<file path="config.mk">
export PLATFORM = sky130hd
export DESIGN_NAME = ex2_operand_loader
export DESIGN_NICKNAME = d
export VERILOG_FILES = /design/src/rtl/ex2_operand_loader.sv
export SDC_FILE = /design/constraint.sdc
export NUM_CORES = 1
export LEC_CHECK = 0
export ABC_AREA = 1
export CORE_AREA = 10 10 54 77
export CTS_CLUSTER_SIZE = 25
export DETAILED_ROUTE_END_ITERATION = 16
export DIE_AREA = 0 0 64 87
export PLACE_DENSITY = 0.71
export SETUP_SLACK_MARGIN = 0.02
export SYNTH_ARGS = -nofsm -noshare
export SYNTH_HDL_FRONTEND = slang
export SYNTH_SLANG_ARGS = --single-unit
</file>
<file path="constraint.sdc">
create_clock -name clk -period 1.3 [get_ports clk]
set_input_delay 0.26 -clock clk [delete_from_list [all_inputs] [get_ports clk]]
set_output_delay 0.26 -clock clk [all_outputs]
set_load 0.03 [all_outputs]
</file>
<file path="src/rtl/ex2_operand_loader.sv">
// ex2_operand_loader: assembles the two WIDTH-bit ex2 operands P and Q from an
// MSB-first serial stream (all P bits, then all Q bits) and presents them as a
// registered, stable pair with a valid/ack handshake. P and Q update only when
// a complete new pair has been received; every output is a flop.
module ex2_operand_loader #(
    parameter int unsigned WIDTH = 5
) (
    input  logic             clk,
    input  logic             rst,
    input  logic             start,
    input  logic             sdi,
    input  logic             sdi_en,
    input  logic             op_ack,
    output logic [WIDTH-1:0] P,
    output logic [WIDTH-1:0] Q,
    output logic             op_valid,
    output logic             busy,
    output logic             err
);

    localparam int unsigned CNT_W = $clog2(WIDTH);

    typedef enum logic [1:0] {
        IDLE    = 2'd0,
        LOAD_P  = 2'd1,
        LOAD_Q  = 2'd2,
        PRESENT = 2'd3
    } state_e;

    state_e             state_q,    state_d;
    logic [CNT_W-1:0]   cnt_q,      cnt_d;
    logic [WIDTH-1:0]   p_sh_q,     p_sh_d;
    logic [WIDTH-1:0]   q_sh_q,     q_sh_d;
    logic [WIDTH-1:0]   p_q,        p_d;
    logic [WIDTH-1:0]   q_q,        q_d;
    logic               op_valid_q, op_valid_d;
    logic               busy_q,     busy_d;
    logic               err_q,      err_d;

    logic               last_bit;

    // The accepted bit is the WIDTH-th of the current operand.
    assign last_bit = (cnt_q == CNT_W'(WIDTH - 1));

    // Next-state, shift and handshake decode.
    always_comb begin
        // NOTE: every variable gets its hold value first so no path leaves it unassigned (no latch).
        state_d    = state_q;
        cnt_d      = cnt_q;
        p_sh_d     = p_sh_q;
        q_sh_d     = q_sh_q;
        p_d        = p_q;
        q_d        = q_q;
        op_valid_d = op_valid_q;
        err_d      = 1'b0;

        unique case (state_q)
            IDLE: begin
                if (start) begin
                    state_d = LOAD_P;
                    cnt_d   = '0;
                    p_sh_d  = '0;
                    q_sh_d  = '0;
                end
            end

            LOAD_P: begin
                // A start here is refused; the load carries on untouched.
                if (start) begin
                    err_d = 1'b1;
                end
                if (sdi_en) begin
                    p_sh_d = {p_sh_q[WIDTH-2:0], sdi};
                    if (last_bit) begin
                        cnt_d   = '0;
                        state_d = LOAD_Q;
                    end else begin
                        cnt_d = cnt_q + 1'b1;
                    end
                end
            end

            LOAD_Q: begin
                if (start) begin
                    err_d = 1'b1;
                end
                if (sdi_en) begin
                    q_sh_d = {q_sh_q[WIDTH-2:0], sdi};
                    if (last_bit) begin
                        // Publish the whole pair at once, final Q bit included.
                        cnt_d      = '0;
                        p_d        = p_sh_q;
                        q_d        = {q_sh_q[WIDTH-2:0], sdi};
                        op_valid_d = 1'b1;
                        state_d    = PRESENT;
                    end else begin
                        cnt_d = cnt_q + 1'b1;
                    end
                end
            end

            PRESENT: begin
                if (op_ack) begin
                    op_valid_d = 1'b0;
                    if (start) begin
                        // Back-to-back: ack honoured, next load begins directly.
                        state_d = LOAD_P;
                        cnt_d   = '0;
                        p_sh_d  = '0;
                        q_sh_d  = '0;
                    end else begin
                        state_d = IDLE;
                    end
                end else if (start) begin
                    err_d = 1'b1;
                end
            end

            default: begin
                state_d = IDLE;
            end
        endcase

        // busy tracks the state being entered so the flop matches the state register.
        busy_d = (state_d != IDLE);
    end

    // State and output registers with synchronous reset.
    always_ff @(posedge clk) begin
        if (rst) begin
            state_q    <= IDLE;
            cnt_q      <= '0;
            p_sh_q     <= '0;
            q_sh_q     <= '0;
            p_q        <= '0;
            q_q        <= '0;
            op_valid_q <= 1'b0;
            busy_q     <= 1'b0;
            err_q      <= 1'b0;
        end else begin
            // NOTE: non-blocking so every flop samples the pre-edge values of the others.
            state_q    <= state_d;
            cnt_q      <= cnt_d;
            p_sh_q     <= p_sh_d;
            q_sh_q     <= q_sh_d;
            p_q        <= p_d;
            q_q        <= q_d;
            op_valid_q <= op_valid_d;
            busy_q     <= busy_d;
            err_q      <= err_d;
        end
    end

    assign P        = p_q;
    assign Q        = q_q;
    assign op_valid = op_valid_q;
    assign busy     = busy_q;
    assign err      = err_q;

endmodule

</file>
==> metrics.txt <==
Lkg Pwr=0.7706 nW; DR vias/cell=5.165; r2r worst-path depth=7; final setup margin=-0.07492 ns; CP Max Fanout=6; routability congestion estimate=0.8901; Worst Tran Pin Value=0.3922 ns; Crit Path Category=reg -> reg; antenna-violating nets left=0; worst slack at placement=-0.3051 ns; share of cells above drive strength 1=0.4314; Final Setup Violations=8; Power Density=890.4 nW/um^2; crit-path leading delay family=flip-flops; Synth cell types=23; Synth Area in XOR/XNOR=0; crit-path cells=inv_4 > ha_4 > buf_6 > o21ai_4 > nor2_4 > nand3_2 > a21oi_2; most frequent cells in the layout=27 x buf_4, 24 x nand2_1, 23 x dfxtp_1; delay of the slowest cell on the worst path=0.38 ns; CTS max path bufs=2; worst min-delay path class=reg -> reg; H-tree depth=1; clk_skew=0.004133 ns; Tcrit/Tclk final=1.058; # diodes=0; Mapped Nets=177; clock latency on the worst-skew pair=0.28 ns; sequential share of the synthesized area=0.4273; drt total wl=3.719 mm; DRC Markers=0; fin util=0.6452; root buffer cell=clkbuf_8; failing checks=negative setup slack; largest net degree at the start of global routing=17; Post-CTS Hold Fix Bufs=0; Pre-antenna DRT Iters=4; storage element area=550.5 um^2; CP arrival=1.60 ns; Area after DPL=1585 um^2; vias=1255; filler cell count=245; Synth area leaders=dfxtp_1 43%, nand2_1 8.9%, a21oi_1 6.3%, ha_1 5.9%, o21ai_0 5.5%; area of the die=5568 um^2; Crit. End Element=flop; Multi-input gate area=795.8 um^2; Synth-to-Final Area Change=45.50%; WP data required=1.52 ns; Chip Height=87 um; Slew Limit Fails=0; Port Buf Inserts=18; CTS tree=done; min-delay src=Q[1]; post-synthesis mux area share=0; Max IR drop VDD=690.5 uV; grt ovf=0; status=finished with violations; setup TNS=-0.3496 ns; RSZ-0062 raised after global routing=yes; first-pass GRT wire length=5.878 mm; fin nets=217; headroom to the max-slew limit=0.7382; chip width=64 um; slowest cell on the critical path=dfxtp_4; Setup crit start kind=flop; maxcap violations=0; Buf/Inv on CP=2; detailed placement HPWL=2.471 mm; row count=24; Tot GR Track Use=0.1290; minimum clock period=1.375 ns; reg2reg end=p_sh_q[4]; initial antenna violation count=0; commonest non-fill, non-tap cell in the layout=buf_4; I/O Pins=19; Initial Util=0.4434; post-synthesis cell count=165; Yosys top cell area share=0.4273; synthesized cell area=1265 um^2; final instance area=1841 um^2; CTS Buf Count=3; Clock Sinks=27; initial DRC count=32; Routed wire per std cell=15.30 um; worst reg2reg setup slack=-0.07 ns; Compound-Gate Fraction of Synth Area=0.1790; Min Hold Slack=0.4814 ns; Worst R2R Start=state_q[1]; Hold Fails Final Rpt=0; largest family of logic cells by synthesized area=simple AND/OR/NAND/NOR gates; post-synthesis adder-cell area fraction=0.05935; area leader, netlist=dfxtp_1; simple-gate share of the synthesized area=0.2562; cell count of the worst hold path=2; vias in the first global route=1336; Worst-path clk slew=0.10 ns; Synth Area per Inst=7.666 um^2; post-synthesis register bit count=27; CORE AREA=2853 um^2; Highest Clock Rate=0.7273 GHz; Hold Path End=Q[1]; Yosys warnings=0
==> through the flow <==
stage / std cells / power (mW)
floorplan: 165 / 0.9830
global placement: 235 / 1.068
detailed placement: 235 / 1.075
CTS: 241 / 1.593
global route: 243 / 1.710
finish: 243 / 1.639
==> synthesized netlist by cell type (all sizes together) <==
library cell / instances
o21ai: 17
clkbuf: 1
o21bai: 1
ha: 6
dfxtp: 27
a21oi: 20
nand3: 13
nand2: 33
nor2: 20
inv: 19
nand4: 4
o211ai: 1
buf: 3
==> cell families (layout without fill, tap and decap cells) <==
| group | after synthesis | count (layout) |
|---|---|---|
| and+or+nand+nor | 70 | 70 |
| AOI/OAI and AO/OA | 39 | 39 |
| DFF | 27 | 27 |
| buffers and inverters | 23 | 62 |
| adders and majority gates | 6 | 6 |
==> worst max path at each step <==
stage                    start        end  cells after the start
floorplan           state_q[1]   cnt_q[2]                      9
global route        state_q[0]  p_sh_q[4]                      7
detailed placement      sdi_en  p_sh_q[4]                      6
global placement        sdi_en  q_sh_q[0]                      6
CTS                 state_q[0]  p_sh_q[0]                      7
finish              state_q[1]  p_sh_q[4]                      7
==> area by class of cell <==
| type | count | area share |
|---|---|---|
| clock buffer | 3 | 0.02243 |
| clock inverter | 1 | 0.004079 |
| timing repair buffer | 39 | 0.1713 |
| sequential | 27 | 0.2991 |
| multi-input combinational | 115 | 0.4324 |
| tap | 39 | 0.02651 |
| inverter | 19 | 0.04419 |
==> report_power, final <==
part           total, mW  leakage (nW)  internal (mW)  switching (mW)
clock              0.499        0.0217          0.219           0.280
sequential         0.849         0.220          0.838          0.0108
combinational      0.292         0.528          0.128           0.164
==> flip-flops by register name (all words and copies together), names as in the netlist <==
register,flops
P,5
Q,5
p_sh_q,5
q_sh_q,4
cnt_q,3
state_q,2
busy,1
err,1
op_valid,1
==> layer usage <==
layer  track usage  wire, um  vias up
li1              -         -      619
met1        0.1240      1423      598
met2        0.2407      2051       29
met3       0.03866       140        9
met4       0.06387       104        0
met5             0         0        -
==> worst reg2reg max path: stages, from the launching register on <==
cell and delay [ns]:
dfxtp_4 0.38, inv_4 0.08, ha_4 0.17, buf_6 0.11, o21ai_4 0.08, nor2_4 0.21, nand3_2 0.13, a21oi_2 0.16
==> repair_timing <==
action                                  CTS  global route
hold endpoints to repair                  0             0
gates resized for setup                  38            25
pin swaps                                13            13
buffers inserted                          2             2
endpoints found under the setup margin   28            28
Note: power is estimated with default switching activity, not from simulation.
